===== src/rtl/serial_mag_comparator.sv =====
// serial_mag_comparator
//   Multi-cycle magnitude comparator. Operands are captured on start and
//   compared MSB-first, DIGIT bits per clock. Signed operands are handled by
//   flipping the sign bit at capture (offset binary), after which the
//   unsigned digit walk is reused unchanged.
//
// Ports
//   clk    in   clock, rising edge
//   rst    in   asynchronous active-high reset
//   start  in   request, sampled only while idle
//   a, b   in   operands, captured with start
//   busy   out  high while an operation is in flight (RUN and DONE)
//   done   out  one-cycle pulse, lt/gt/eq valid from this cycle on
//   lt/gt/eq out  registered one-hot result, held until the next done
module serial_mag_comparator #(
  parameter int WIDTH      = 16,
  parameter int DIGIT      = 1,
  parameter int SIGNED     = 0,
  parameter int EARLY_EXIT = 1
) (
  input  logic             clk,
  input  logic             rst,
  input  logic             start,
  input  logic [WIDTH-1:0] a,
  input  logic [WIDTH-1:0] b,
  output logic             busy,
  output logic             done,
  output logic             lt,
  output logic             gt,
  output logic             eq
);

  localparam int N  = WIDTH / DIGIT;
  localparam int CW = (N > 1) ? $clog2(N) : 1;
  localparam logic [WIDTH-1:0] MSB_FLIP = (SIGNED != 0) ? {1'b1, {(WIDTH-1){1'b0}}} : '0;

  generate
    if (WIDTH < 2 || (WIDTH % DIGIT) != 0) begin : g_bad_cfg
      $fatal(1, "serial_mag_comparator: WIDTH must be >= 2 and a multiple of DIGIT");
    end
  endgenerate

  typedef enum logic [1:0] {S_IDLE, S_RUN, S_DONE} state_t;

  state_t           state_q, state_d;
  logic [WIDTH-1:0] a_q, a_d, b_q, b_d;
  logic [CW-1:0]    cnt_q, cnt_d;
  logic             diff_q, diff_d;   // a difference has been recorded
  logic             agt_q, agt_d;     // direction of that first difference
  logic             lt_q, lt_d, gt_q, gt_d, eq_q, eq_d;

  // Operands shift left each RUN cycle, so the digit under test is always
  // the top DIGIT bits; no variable part-select is needed.
  logic [DIGIT-1:0] da, db;
  logic             dig_ne, fin_diff, fin_gt;

  assign da       = a_q[WIDTH-1 -: DIGIT];
  assign db       = b_q[WIDTH-1 -: DIGIT];
  assign dig_ne   = (da != db);
  // Only the first differing digit decides; later ones are ignored.
  assign fin_diff = diff_q | dig_ne;
  assign fin_gt   = diff_q ? agt_q : (da > db);

  always_comb begin
    state_d = state_q;
    a_d     = a_q;
    b_d     = b_q;
    cnt_d   = cnt_q;
    diff_d  = diff_q;
    agt_d   = agt_q;
    lt_d    = lt_q;
    gt_d    = gt_q;
    eq_d    = eq_q;
    unique case (state_q)
      S_IDLE: begin
        if (start) begin
          a_d     = a ^ MSB_FLIP;
          b_d     = b ^ MSB_FLIP;
          cnt_d   = '0;
          diff_d  = 1'b0;
          agt_d   = 1'b0;
          state_d = S_RUN;
        end
      end
      S_RUN: begin
        a_d = a_q << DIGIT;
        b_d = b_q << DIGIT;
        if (dig_ne && !diff_q) begin
          diff_d = 1'b1;
          agt_d  = (da > db);
        end
        if ((EARLY_EXIT != 0 && dig_ne) || cnt_q == CW'(N - 1)) begin
          state_d = S_DONE;
          lt_d    = fin_diff & ~fin_gt;
          gt_d    = fin_diff & fin_gt;
          eq_d    = ~fin_diff;
        end else begin
          cnt_d = cnt_q + CW'(1);
        end
      end
      S_DONE:  state_d = S_IDLE;
      default: state_d = S_IDLE;
    endcase
  end

  always_ff @(posedge clk or posedge rst) begin
    if (rst) begin
      state_q <= S_IDLE;
      a_q     <= '0;
      b_q     <= '0;
      cnt_q   <= '0;
      diff_q  <= 1'b0;
      agt_q   <= 1'b0;
      lt_q    <= 1'b0;
      gt_q    <= 1'b0;
      eq_q    <= 1'b0;
    end else begin
      state_q <= state_d;
      a_q     <= a_d;
      b_q     <= b_d;
      cnt_q   <= cnt_d;
      diff_q  <= diff_d;
      agt_q   <= agt_d;
      lt_q    <= lt_d;
      gt_q    <= gt_d;
      eq_q    <= eq_d;
    end
  end

  assign busy = (state_q != S_IDLE);
  assign done = (state_q == S_DONE);
  assign lt   = lt_q;
  assign gt   = gt_q;
  assign eq   = eq_q;

endmodule


===== config.mk =====
export PLATFORM = sky130hd
export DESIGN_NAME = serial_mag_comparator
export DESIGN_NICKNAME = d
export VERILOG_FILES = /design/src/rtl/serial_mag_comparator.sv
export SDC_FILE = /design/constraint.sdc
export NUM_CORES = 1
export LEC_CHECK = 0
export CAP_MARGIN = 20
export CORE_MARGIN = 10
export CORE_UTILIZATION = 46
export DETAILED_ROUTE_END_ITERATION = 10
export GPL_TIMING_DRIVEN = 0
export PLACE_DENSITY_LB_ADDON = 0.12
export SLEW_MARGIN = 20
export SYNTH_ARGS = -nofsm -noshare
export SYNTH_HDL_FRONTEND = slang
export SYNTH_SLANG_ARGS = --single-unit

===== constraint.sdc =====
create_clock -name clk -period 1.4 [get_ports clk]
set_clock_uncertainty 0.05 [all_clocks]
set_input_delay 0.14 -clock clk [delete_from_list [all_inputs] [get_ports clk]]
set_output_delay 0.14 -clock clk [all_outputs]
set_load 0.005 [all_outputs]

==> run metrics <==
status finished with violations; Placer Congestion between 0.8 and 0.9; worst min path class in -> async; syn nets about 220; total power ~6200 uW; initial antenna violation count 0; clock root buffer clkbuf_8; first-pass GRT wire length ~8100 um; failing checks setup timing; Hold Buf Count CTS 0; RSZ-0062 raised after global routing yes; CTS sink cnt 43; Die W 86.44 um; CP arrival around 1.7 ns; Layout Area Growth over Synthesis 45.41%; filler cell count in the final layout 320; worst slew pin tran approximately 0.47 ns; clk buf depth 2; drt initial violations 84; vias per cell between 5 and 6; ys async rst share 100.0%; CP dominant cell by count buf_6; synth cell count leaders 43 x dfrtp_1, 36 x nand2_1, 32 x mux2i_1, 31 x o21ai_1, 4 x inv_1; Peak Freq roughly 640 MHz; WP data required 1.54 ns; die area about 0.0075 mm2; mapped cell area approximately 0.002 mm2; largest net degree at the start of global routing 26; Port Buffers 39; synth top area cells dfrtp_1 53%, mux2i_1 16%, o21ai_1 7.6%, nand2_1 6.7%, buf_12 2.0%; Distinct cells, synth 31; DR vias approximately 1600; core region area 0.004324 mm2; final wirelength around 5000 um; worst vdd ir approximately 1600 uV; CTS H-tree lvls 2; Rows 24; Die H around 86 um; startpoint types register; share of cells above drive strength 1 22.40%; Critical-path top delay cell dfrtp_1; I/O pins 40; Final WS setup -0.1665 ns; nature of the critical path endpoint register; Synth Instances around 190; Fin Setup TNS -4.340 ns; post-synth top area share approximately 53%; Yosys reg bits 43; pwr dens roughly 2100 mW/mm2; GRT Total Usage a little over an eighth; Most used DFF post-synth dfrtp_1; vias in the first global route between 1500 and 2000; # diodes 0; static leakage around 0.0013 uW; Initial Utilization a little under half; worst path cell trace buf_6 -> nor3b_4 -> buf_6 -> buf_8 -> mux2i_1 -> o21ai_1; critical path class reg -> reg; Final setup viols 42; worst skew pair latency ~0.30 ns; max cap viols 0; DRT antenna net count 0; first drt pass iteration count 4; FF/Latch Area roughly 0.0011 mm2; Post-synth EDFFs 0; CP peak stage delay between 0.4 and 0.5 ns; Tcrit/Tclk final 111.9%; Reg clk slew, reported paths about 0.08 ns; hpwl dp around 3200 um; multi-input logic area ~1000 um2; final period demand of the worst path approximately 1.6 ns; Relative slew margins between 60 and 70%; Synthesis Warnings 0; TritonCTS clock tree done; drt wl/cell 16.69 um; mean post-synth cell area ~11 um2; Inserted Clock Buffers 5; DRC violations left 0; Fin Hold WS between 0.1 and 0.15 ns; Remaining Overflow, GRT 0; fin nets about 290; final slew viol count 0; Hold Vio Cnt, Final 0; part of the Yosys area used for sequential elements around 53%; most common cell in the netlist dfrtp_1; top fanout value on the critical path 6; largest area contributor in the synthesized netlist dfrtp_1
[registers in the layout (all words and copies together) (netlist names)]
name / cells
diff_q: 1
lt: 1
b_q: 16
a_q: 16
state_q: 2
gt: 1
eq: 1
cnt_q: 4
agt_q: 1
[layer usage]
layer  vias up  GRT usage, %  routed length (um)
met3        10         4.690                 246
met5         -             0                   0
met4         0         3.976                  99
met1       782         16.92                2302
li1        778             -                   -
met2        31         20.94                2391
[layout make-up]
type	instances	share of cell area, %
clock buffers	6	2.797
well taps	52	2.203
repair buffers	56	20.72
inverters	4	0.5085
plain buffers	11	3.898
flip-flops and latches	43	36.44
multi-input cells	129	33.26
clock inverters	1	0.1695
[worst max-delay path: cells and delay by family (launching register included)]
family,cells,cell delay (ns)
flip-flops,1,0.42
buffers and inverters,3,0.46
AO/OA/AOI/OAI,1,0.10
AND/OR/NAND/NOR,1,0.22
multiplexers,1,0.21
[cells by family after synthesis]
group,Yosys count,synth area share (%)
AND/OR/NAND/NOR,48,10.60
AO/OA/AOI/OAI,44,12.08
multiplexers,35,17.44
buffers and inverters,15,5.668
flip-flops,43,52.99
adder cells (fa/ha/maj),2,1.232
[power breakdown]
part	total (uW)	internal [uW]	switching (uW)
Sequential	2210	1830	379
Clock	814	388	426
Combinational	3210	1700	1510
Total	6230	3910	2320
[placed cells by master, fill, tap and decap left out, drive strengths merged, types with 3 or more instances in the layout]
| cell | n |
|---|---|
| o21ai | 34 |
| clkdlybuf4s50 | 34 |
| inv | 4 |
| nand2 | 36 |
| dlymetal6s2s | 3 |
| mux2 | 3 |
| dfrtp | 43 |
| buf | 23 |
| a21oi | 3 |
| mux2i | 32 |
| clkbuf | 11 |
[per-stage QoR]
step / worst slack (ns) / area (um2) / instances / utilization (%)
2_1_floorplan: 0.02244 / 2048 / 187 / -
3_3_place_gp: -0.6017 / 2504 / 278 / 57.90
3_5_place_dp: -0.2145 / 2531 / 279 / 58.54
4_1_cts: -0.1043 / 2740 / 295 / 63.37
5_1_grt: -0.2571 / 2953 / 302 / 68.29
6_report: -0.1665 / 2953 / 302 / 68.29
[worst paths after layout]
kind                                   startpoint                  end  slack (ns)  cells past startpoint
max                        state_q[0]$_DFFE_PP0P_  a_q[15]$_DFFE_PP0P_       -0.17                      6
min                                           rst   a_q[3]$_DFFE_PP0P_        0.11                      2
max reg2reg                state_q[0]$_DFFE_PP0P_  a_q[15]$_DFFE_PP0P_       -0.17                      6
min reg2reg                    a_q[2]$_DFFE_PP0P_   a_q[3]$_DFFE_PP0P_        0.44                      2
max in group asynchronous                     rst    agt_q$_DFFE_PP0P_        0.70                      3
min in group clk                             b[0]   b_q[0]$_DFFE_PP0P_        0.35                      3
[what timing repair did]
| action | in CTS | in global routing |
|---|---|---|
| gates resized for setup | 17 | 26 |
| hold endpoints to repair | 0 | 0 |
| cloned | 1 | 3 |
| buffers inserted | 8 | 4 |
| pin swaps | 2 | 10 |
| endpoints found under the setup margin | 30 | 42 |
Power figures use the tool's default switching activity.
